## src/rtl/encoder_pkg.sv

```systemverilog
// Shared widths and state naming for the 64-to-6 streaming encoder.
package encoder_pkg;

  localparam int unsigned VEC_W = 64;
  localparam int unsigned IDX_W = 6;
  localparam int unsigned GRP_W = 8;
  localparam int unsigned SUB_W = 3;

  // Drain state is implied by the pending vector: nothing pending means idle.
  typedef enum logic {
    ST_IDLE  = 1'b0,
    ST_DRAIN = 1'b1
  } state_e;

endpackage

```

## src/rtl/encoder_8x3.sv

```systemverilog
// 8-to-3 priority encoder; lowest set bit wins unless MSB_FIRST selects highest.
module encoder_8x3
  import encoder_pkg::*;
#(
  parameter bit MSB_FIRST = 1'b0
) (
  input  logic [GRP_W-1:0] d,
  output logic [SUB_W-1:0] q,
  output logic             v
);

  // Scan so that the winning bit is written last; q stays 0 when nothing is set.
  always_comb begin
    q = '0;
    for (int unsigned i = 0; i < GRP_W; i++) begin
      if (MSB_FIRST) begin
        if (d[i]) q = SUB_W'(i);
      end else begin
        if (d[GRP_W-1-i]) q = SUB_W'(GRP_W-1-i);
      end
    end
  end

  assign v = |d;

endmodule

```

## src/rtl/encoder_64x6_stream.sv

```systemverilog
// Streaming 64-to-6 encoder: emits the index of every set bit of an accepted
// vector, one per output handshake, in priority order.
module encoder_64x6_stream
  import encoder_pkg::*;
#(
  parameter bit MSB_FIRST = 1'b0
) (
  input  logic             clk,
  input  logic             rst,
  input  logic             in_valid,
  output logic             in_ready,
  input  logic [VEC_W-1:0] in_vec,
  output logic             out_valid,
  input  logic             out_ready,
  output logic [IDX_W-1:0] out_idx,
  output logic             out_last,
  output logic             zero_drop
);

  logic [VEC_W-1:0] pend_q, pend_d;
  logic             zero_drop_q, zero_drop_d;
  logic [GRP_W-1:0] gv;
  logic [GRP_W-1:0] grp_bits;
  logic [SUB_W-1:0] grp, sub;
  logic             grp_v, sub_v;
  state_e           state;

  // Level 1 input: one flag per byte of the pending vector.
  always_comb begin
    gv = '0;
    for (int unsigned g = 0; g < GRP_W; g++) begin
      gv[g] = |pend_q[g*GRP_W +: GRP_W];
    end
  end

  encoder_8x3 #(.MSB_FIRST(MSB_FIRST)) u_grp (
    .d (gv),
    .q (grp),
    .v (grp_v)
  );

  assign grp_bits = pend_q[{grp, 3'b000} +: GRP_W];

  encoder_8x3 #(.MSB_FIRST(MSB_FIRST)) u_sub (
    .d (grp_bits),
    .q (sub),
    .v (sub_v)
  );

  // sub_v always follows grp_v; combining them keeps the level-2 flag in use.
  assign state     = (grp_v && sub_v) ? ST_DRAIN : ST_IDLE;
  assign out_valid = (state == ST_DRAIN);
  assign out_idx   = {grp, sub};
  assign out_last  = out_valid && ((pend_q & (pend_q - VEC_W'(1))) == '0);
  assign in_ready  = !out_valid || (out_valid && out_ready && out_last);
  assign zero_drop = zero_drop_q;

  // Next pending vector: clear the emitted bit, then let a new vector override.
  always_comb begin
    pend_d      = pend_q;
    zero_drop_d = 1'b0;
    if (out_valid && out_ready) begin
      pend_d[out_idx] = 1'b0;
    end
    if (in_valid && in_ready) begin
      pend_d      = in_vec;
      zero_drop_d = (in_vec == '0);
    end
  end

  // Pending vector and zero-drop pulse registers.
  always_ff @(posedge clk) begin
    if (rst) begin
      pend_q      <= '0;
      zero_drop_q <= 1'b0;
    end else begin
      pend_q      <= pend_d;
      zero_drop_q <= zero_drop_d;
    end
  end

endmodule

```

## config.mk

```make
export PLATFORM = sky130hd
export DESIGN_NAME = encoder_64x6_stream
export DESIGN_NICKNAME = d
export VERILOG_FILES = /design/src/rtl/encoder_pkg.sv /design/src/rtl/encoder_8x3.sv /design/src/rtl/encoder_64x6_stream.sv
export SDC_FILE = /design/constraint.sdc
export NUM_CORES = 1
export LEC_CHECK = 0
export BUFFER_PORTS_ARGS = -buffer_cell sky130_fd_sc_hd__buf_2
export CORE_UTILIZATION = 30
export DETAILED_ROUTE_END_ITERATION = 6
export PLACE_DENSITY = 0.59
export SETUP_SLACK_MARGIN = 0.1
export SKIP_LAST_GASP = 1
export SYNTH_ARGS = -nofsm -noshare
export SYNTH_HDL_FRONTEND = slang
export SYNTH_SLANG_ARGS = --single-unit
```

## constraint.sdc

```tcl
create_clock -name clk -period 13.15 [get_ports clk]
set_clock_uncertainty 0.15 [all_clocks]
set_input_delay 1.315 -clock clk [delete_from_list [all_inputs] [get_ports clk]]
set_output_delay 1.315 -clock clk [all_outputs]
set_load 0.02 [all_outputs]
```

==> results.yml, run 1 <==
outcome:
  status: "complete, no violations"
sta:
  finalSetupViolCount: 0
  period_share: 0.4639
  grt_setup_unrepaired: "false"
  fmax_mhz: 163.9
  finalHoldViolCount: 0
  slew_violations: 0
  layout_min_cycle_time_ns: 6.100
  max-slew-margin-rel: 0.1314
  worst_pin_slew_ns: 1.297
  finalSetupTns_ns: 0
synth:
  ys_warn_count: 0
  synthArstFlopShare: 0
  yosysMostFrequentCell: "dfxtp_1"
  synth_area_leaders: "dfxtp_1 (29%), a32o_1 (11%), nor4_1 (4.6%)"
  synth_edf_count: 0
  synth_ff_type: "dfxtp_1"
  ys_ff_latch: 65
  yosysSeqAreaShare: 0.2899
  synth_area_um2: 4488
  yosys.area.top_type_share: 0.2899
  yosys.area.top_type: "dfxtp_1"
  synth_cell_types: 67
  synth_cells: 546
  synth.avg_cell_area_um2: 8.220
  ys_top_cells_by_count: "dfxtp_1 (65), nand2_1 (53), a32o_1 (49)"
  synth_nets: 614
die:
  die_w_um: 124.3
  die_area_um2: 15450
  rows: 44
  boundaryPins: 78
  start_util: 0.3076
  fp.coreArea_um2: 14590
  die_h_um: 124.3
setup_path:
  path_class: "reg -> out"
  critPathMaxStageDelay_ns: 0.71
  critPathMaxFanout: 16
  critical_path_arrival_ns: 4.64
  crit-reg2reg-launch: "pend_q[19]"
  critPathSlowestCell: "nand4_1"
  cp-start-kind: "flip-flop"
  crit_end: "in_ready"
  worst_r2r_endpoint: "pend_q[24]"
  startpoint: "pend_q[19]"
  rrSetupSlack_ns: 7.59
  cp_cell_sequence: "or4_4 > nor2_1 > nand4_1 > o41ai_1 > o2111ai_1 > nor4_1 > and2_1 > nand3_1 > nand2_1 > buf_2"
  cp-end-kind: "output port"
  required_ns: 11.69
  r2r_cells: 10
routing:
  wl_met1_mm: 9.274
  drt_first_iter_violations: 729
  wl_met2_mm: 9.527
  wire_per_inst_um: 27.34
  highest_layer: "met4"
  via_per_inst: 6.710
  firstDrtPassIters: 5
  via_count: 5308
  wl_met3_mm: 1.768
  ant_nets: 0
  drc: 0
  totalWireLength_mm: 21.62
layout:
  nets: 670
  fin_util: 0.3587
  area.growth.synth_to_final_pct: 16.62
  antenna_cells: 0
  postLayoutCellArea_um2: 5234
  final_layout_size_suffix_gt1_frac: 0.1960
job:
  cap_violations: 0
worst_hold_path:
  worstHoldStart: "pend_q[10]"
  holdCritPathClass: "reg -> reg"
cts:
  cts_tree: "built"
  clkSinkCount: 65
  numCtsBuffers: 9
  hold_buffers: 0
  clockBufferDepth: 2
  cts_resized: 0
  path_clk_slew_ns: 0.06
  clkLatencyLatePin_ns: 0.35
  root_buffer: "clkbuf_16"
  post_cts_buffers: 0
  cts_max_level: 3
global_route:
  grt-ovfl-total: 0
  grt_usage: 0.2790
  grt_pass1_vias: 4942
  grt_max_degree: 66
  antenna_found_initial: 0
  grt_pass1_wl_mm: 32.13
placement:
  hpwl_mm: 16.32
  dpl-instance-area_um2: 4906
  numPortBuffers: 77
  globalplace.congestion: 0.9663
==> registers in the layout, summed over array words and instances, names as in the netlist <==
name,count
zero_drop,1
pend_q,64
==> worst max-delay path, delay by kind of cell (launching register included) <==
kind / cells / cell delay (ns)
flops: 1 / 0.41
simple gates: 7 / 3.01
compound gates: 2 / 0.69
buf+inv: 1 / 0.16
==> cell families (layout without fill, tap and decap cells) <==
logic type      count (synthesis)  in the layout  synth area share
flops                          65             65            0.2899
buf+inv                        43            104           0.06050
simple gates                  248            248            0.3003
mux                             1              1          0.002230
compound gates                186            186            0.3404
fa+ha+maj                       3              3          0.006691
==> cell type report <==
cell class              count  area (µm²)
inverters                   8       32.53
clock inverters             1       30.03
flip-flops and latches     65        1301
well taps                 184       230.2
fillers                  1540        9355
clock buffers              15       297.8
repair buffers             80       407.9
multi-input cells         438        2934
==> cell usage in the layout (no fill, tap or decap), types with 6 or more instances in the layout <==
| master | n |
|---|---|
| or3_1 | 19 |
| nor4_1 | 33 |
| buf_2 | 77 |
| dfxtp_1 | 65 |
| or4_1 | 13 |
| nand2_1 | 53 |
| clkbuf_16 | 9 |
| o21ai_0 | 14 |
| a31oi_1 | 17 |
| o21a_1 | 17 |
| o22ai_1 | 6 |
| a21oi_1 | 10 |
| nor3_1 | 22 |
| a32o_1 | 49 |
| inv_1 | 7 |
| nand3_1 | 15 |
| nand4_1 | 13 |
| nor2_1 | 41 |
| or2_2 | 10 |
| and2_1 | 6 |
| a22o_1 | 15 |
| a211oi_1 | 8 |
==> per-stage QoR <==
stage                     setup WS [ns]  hold slack [ns]  cells
final                             7.050           0.4428    791
after global routing              6.761           0.4722    791
after CTS                         7.173           0.4439    791
after detailed placement          7.563           0.4330    775
after global placement            7.613           0.4252    775
after floorplan                   8.367           0.3306    546
==> how the worst min path moves through the flow <==
stage,slack (ns),cells past startpoint,end
after floorplan,0.33,2,pend_q[48]
after global placement,0.43,1,pend_q[6]
after detailed placement,0.43,1,pend_q[6]
after CTS,0.44,2,pend_q[48]
after global routing,0.47,1,pend_q[10]
final,0.44,1,pend_q[10]
==> routing by layer <==
layer	track usage	vias to the layer above
li1	-	2346
met1	0.3805	2563
met2	0.4160	330
met3	0.05584	69
met4	0.1382	0
met5	0	-
Power of run 1 is not shown: default switching activity piles up to over one toggle a cycle in this logic, so the estimate is an artifact.
==> run 2, diff against run 1 <==
- clock period: 13.15 -> 6.1 ns (I/O delays scaled with it)
==> run 2 against run 1 <==
Worst setup slack got worse by 6.2 ns. Core utilization is 0.31 points higher. Sequential share of layout area down 0.21 points. Clock-buffer cell count is 5 lower. Register-to-register slack got worse by 6.7 ns. Global-route usage is 1.1 points lower. Routed wire length fell by 4.6%. Critical path depth grew 1. Via count shrank 0.66%. Hold slack worse by 0.11 ns.
==> results.yml, run 2 (synthesis results as in run 1) <==
cts:
  hold_buffers: 0
  clockBufferDepth: 2
  root_buffer: "clkbuf_16"
  cts_resized: 0
  cts_tree: "built"
  path_clk_slew_ns: 0.06
  numCtsBuffers: 9
  cts_max_level: 3
  clkSinkCount: 65
  post_cts_buffers: 0
  clkLatencyLatePin_ns: 0.36
layout:
  area.growth.synth_to_final_pct: 17.62
  final_layout_size_suffix_gt1_frac: 0.2029
  final_cell_mix: "buf_2 (77), dfxtp_1 (65), nand2_1 (53)"
  final_common_cell: "buf_2"
  largest_register_ffs: 64
  fillers: 1539
  top_register: "pend_q"
  multi_input_area_um2: 2934
  nets: 674
  antenna_cells: 0
  seq_area_um2: 1301
sta:
  fmax_mhz: 190.5
  max-slew-margin-rel: 0.1426
  slew_violations: 0
  worst_pin_slew_ns: 1.286
  finalSetupViolCount: 0
  grt_setup_unrepaired: "false"
  layout_min_cycle_time_ns: 5.249
  finalSetupTns_ns: 0
  finalHoldViolCount: 0
  period_share: 0.8605
global_route:
  grt-ovfl-total: 0
  grt_pass1_wl_mm: 31.24
  grt_pass1_vias: 4953
  antenna_found_initial: 0
  grt_max_degree: 66
  grt_usage: 0.2676
die:
  boundaryPins: 78
  die_area_um2: 15450
  die_w_um: 124.3
  die_h_um: 124.3
  start_util: 0.3076
  rows: 44
  fp.coreArea_um2: 14590
routing:
  firstDrtPassIters: 6
  ant_nets: 0
  drc: 0
  drt_first_iter_violations: 505
  wire_per_inst_um: 25.95
  via_per_inst: 6.633
  via_count: 5273
  totalWireLength_mm: 20.63
setup_path:
  required_ns: 5.34
  critPathMaxFanout: 13
  critical_path_arrival_ns: 4.49
  path_class: "reg -> out"
  r2r_cells: 11
  cp-start-kind: "flip-flop"
  cp-end-kind: "output port"
worst_hold_path:
  holdPathStages: 2
  holdCritPathClass: "in -> reg"
job:
  cap_violations: 0
placement:
  hpwl_mm: 15.44
  numPortBuffers: 77
  globalplace.congestion: 0.9816
outcome:
  status: "complete, no violations"
-- run 2: metal layers --
metal  up-vias  routed length [µm]  GRT usage
li1       2351                   -          -
met1      2585                9040     0.3665
met2       284                9250     0.4082
met3        53                1577    0.05498
met4         0                 761     0.1056
met5         -                   0          0
-- run 2: path summary, 6_finish.rpt --
| path | start | end | slack, ns |
|---|---|---|---|
| worst max-delay path | pend_q[2] | in_ready | 0.85 |
| worst min-delay path | in_vec[0] | pend_q[0] | 0.33 |
| worst max register to register | pend_q[8] | pend_q[16] | 0.90 |
| worst min register to register | pend_q[11] | pend_q[11] | 0.46 |
-- run 2: area by class of cell --
type | instances | area share
multi-input cells | 438 | 0.5558
clock buffers | 10 | 0.04527
clock inverters | 6 | 0.01730
inverters | 8 | 0.006163
repair buffers | 84 | 0.08533
flip-flops and latches | 65 | 0.2465
well taps | 184 | 0.04361
-- run 2: worst max-delay path, stage by stage (launching register included) --
cell	delay, ns
dfxtp_1	0.44
nor4_1	0.57
nand2_1	0.44
or4b_1	0.84
o31ai_1	0.57
o2111ai_1	0.19
nor4_1	0.32
buf_4	0.19
and2_1	0.14
nand3_1	0.14
nand2_1	0.11
buf_2	0.16
-- run 2: metrics by stage --
| stage | setup slack, ns | cell area (µm²) | util | std cells | hold WS [ns] |
|---|---|---|---|---|---|
| finish | 0.8510 | 5279 | 0.3618 | 795 | 0.3304 |
| floorplan | 1.832 | 4488 | - | 546 | 0.3306 |
| detailed placement | 0.9947 | 4949 | 0.3392 | 779 | 0.4341 |
| global route | 0.6353 | 5279 | 0.3618 | 795 | 0.3338 |
| global placement | 1.040 | 4949 | 0.3392 | 779 | 0.4203 |
| CTS | 0.9382 | 5279 | 0.3618 | 795 | 0.3235 |
Power of run 2 is left out for the same reason.
==> run 3, diff against run 2 <==
- CORE_ASPECT_RATIO: default -> 0.7
==> run 3 against run 2 <==
The run now ends with design-rule violations left. Core utilization rose by 1.4 points. Register-to-register slack got worse by 0.12 ns. Non-clock buffer count rose by 10. Largest cell class unchanged.
==> results.yml, run 3 (synthesis results as in run 1) <==
sta:
  finalSetupViolCount: 0
  period_share: 0.8867
  slew_violations: 0
  layout_min_cycle_time_ns: 5.409
  finalSetupTns_ns: 0
  worst_pin_slew_ns: 1.144
  grt_setup_unrepaired: "false"
  fmax_mhz: 184.9
  finalHoldViolCount: 0
  max-slew-margin-rel: 0.2340
layout:
  final_common_cell: "buf_2"
  postLayoutCellArea_um2: 5353
  largest_register_ffs: 64
  antenna_cells: 0
  nets: 684
  top_register: "pend_q"
  final_cells: 811
  final_cell_mix: "buf_2 (77), dfxtp_1 (65), nand2_1 (53)"
  final_layout_size_suffix_gt1_frac: 0.2142
  area.growth.synth_to_final_pct: 19.26
cts:
  hold_buffers: 0
  path_clk_slew_ns: 0.06
  numCtsBuffers: 9
  clkSinkCount: 65
  cts_tree: "built"
  cts_resized: 0
  cts_max_level: 3
  clkLatencyLatePin_ns: 0.34
  root_buffer: "clkbuf_16"
  clockBufferDepth: 2
  post_cts_buffers: 0
die:
  die_area_um2: 15460
  rows: 36
  die_h_um: 104.3
  start_util: 0.3153
  boundaryPins: 78
  fp.coreArea_um2: 14230
  die_w_um: 148.2
setup_path:
  path_buf_inv: 3
  startpoint: "pend_q[2]"
  critical_path.top_delay_family: "simple AND/OR/NAND/NOR gates"
  critPathMaxFanout: 14
  rrSetupSlack_ns: 0.78
  cp_cell_sequence: "nor4_1 > and2_1 > nand4_1 > buf_4 > o41ai_1 > o2111ai_1 > nor4_1 > buf_4 > and2_1 > nand3_1 > nand2_1 > buf_2"
  critPathMaxStageDelay_ns: 0.62
  critPathSlowestCell: "nor4_1"
  path_class: "reg -> out"
  crit-reg2reg-launch: "pend_q[8]"
  cp-start-kind: "flip-flop"
  cp-end-kind: "output port"
  crit_end: "in_ready"
  crit_cells: 12
  worst_r2r_endpoint: "pend_q[16]"
  critical_path_arrival_ns: 4.65
  required_ns: 5.34
  r2r_cells: 11
global_route:
  met1_usage: 0.4219
  antenna_found_initial: 0
  top_usage_layer: "met1"
  grt_usage: 0.2792
  met2_usage: 0.3846
  grt_pass1_wl_mm: 31.84
  met3_usage: 0.06579
  grt-ovfl-total: 0
  grt_max_degree: 37
  grt_pass1_vias: 4901
routing:
  totalWireLength_mm: 21.38
  drc: 2
  wire_per_inst_um: 26.36
  firstDrtPassIters: 7
  ant_nets: 0
  drt_first_iter_violations: 605
  via_per_inst: 6.503
  via_count: 5274
placement:
  numPortBuffers: 77
  dpl-instance-area_um2: 5031
  hpwl_mm: 16.76
  globalplace.congestion: 0.9706
  placedCellCount: 795
worst_hold_path:
  holdCritPathClass: "in -> reg"
outcome:
  status: "finished, violations left"
  violations: "design-rule violations"
job:
  cap_violations: 0
[run 3: worst min-delay path by stage]
stage / slack [ns] / cells past startpoint / from / endpoint
floorplan: 0.33 / 2 / pend_q[48] / pend_q[48]
global placement: 0.42 / 1 / pend_q[29] / pend_q[29]
detailed placement: 0.43 / 1 / pend_q[6] / pend_q[6]
CTS: 0.34 / 2 / in_vec[5] / pend_q[5]
global route: 0.35 / 2 / in_vec[34] / pend_q[34]
finish: 0.35 / 2 / in_vec[5] / pend_q[5]
[run 3: final cells by class]
type                            instances  area (µm²)
Fill cell                            1559        8881
Sequential cell                        65        1301
Multi-Input combinational cell        438        2934
Inverter                                8       32.53
Tap cell                              190       237.7
Clock inverter                          5       78.83
Clock buffer                           11       242.7
Timing Repair Buffer                   94       525.5
[run 3: through the flow]
stage	setup slack [ns]	util	hold WS (ns)
6_report	0.6910	0.3761	0.3458
5_1_grt	0.5350	0.3761	0.3527
4_1_cts	0.8569	0.3761	0.3433
3_5_place_dp	0.8752	0.3535	0.4339
3_3_place_gp	0.9564	0.3535	0.4203
2_1_floorplan	1.832	-	0.3306
[run 3: per-layer routing]
| layer | vias up | share of wire | wire length (µm) |
|---|---|---|---|
| li1 | 2376 | - | - |
| met1 | 2586 | 0.48 | 10310 |
| met2 | 287 | 0.40 | 8530 |
| met3 | 25 | 0.10 | 2188 |
| met4 | 0 | 0.017 | 353 |
| met5 | - | 0 | 0 |
Power of run 3 is left out for the same reason.
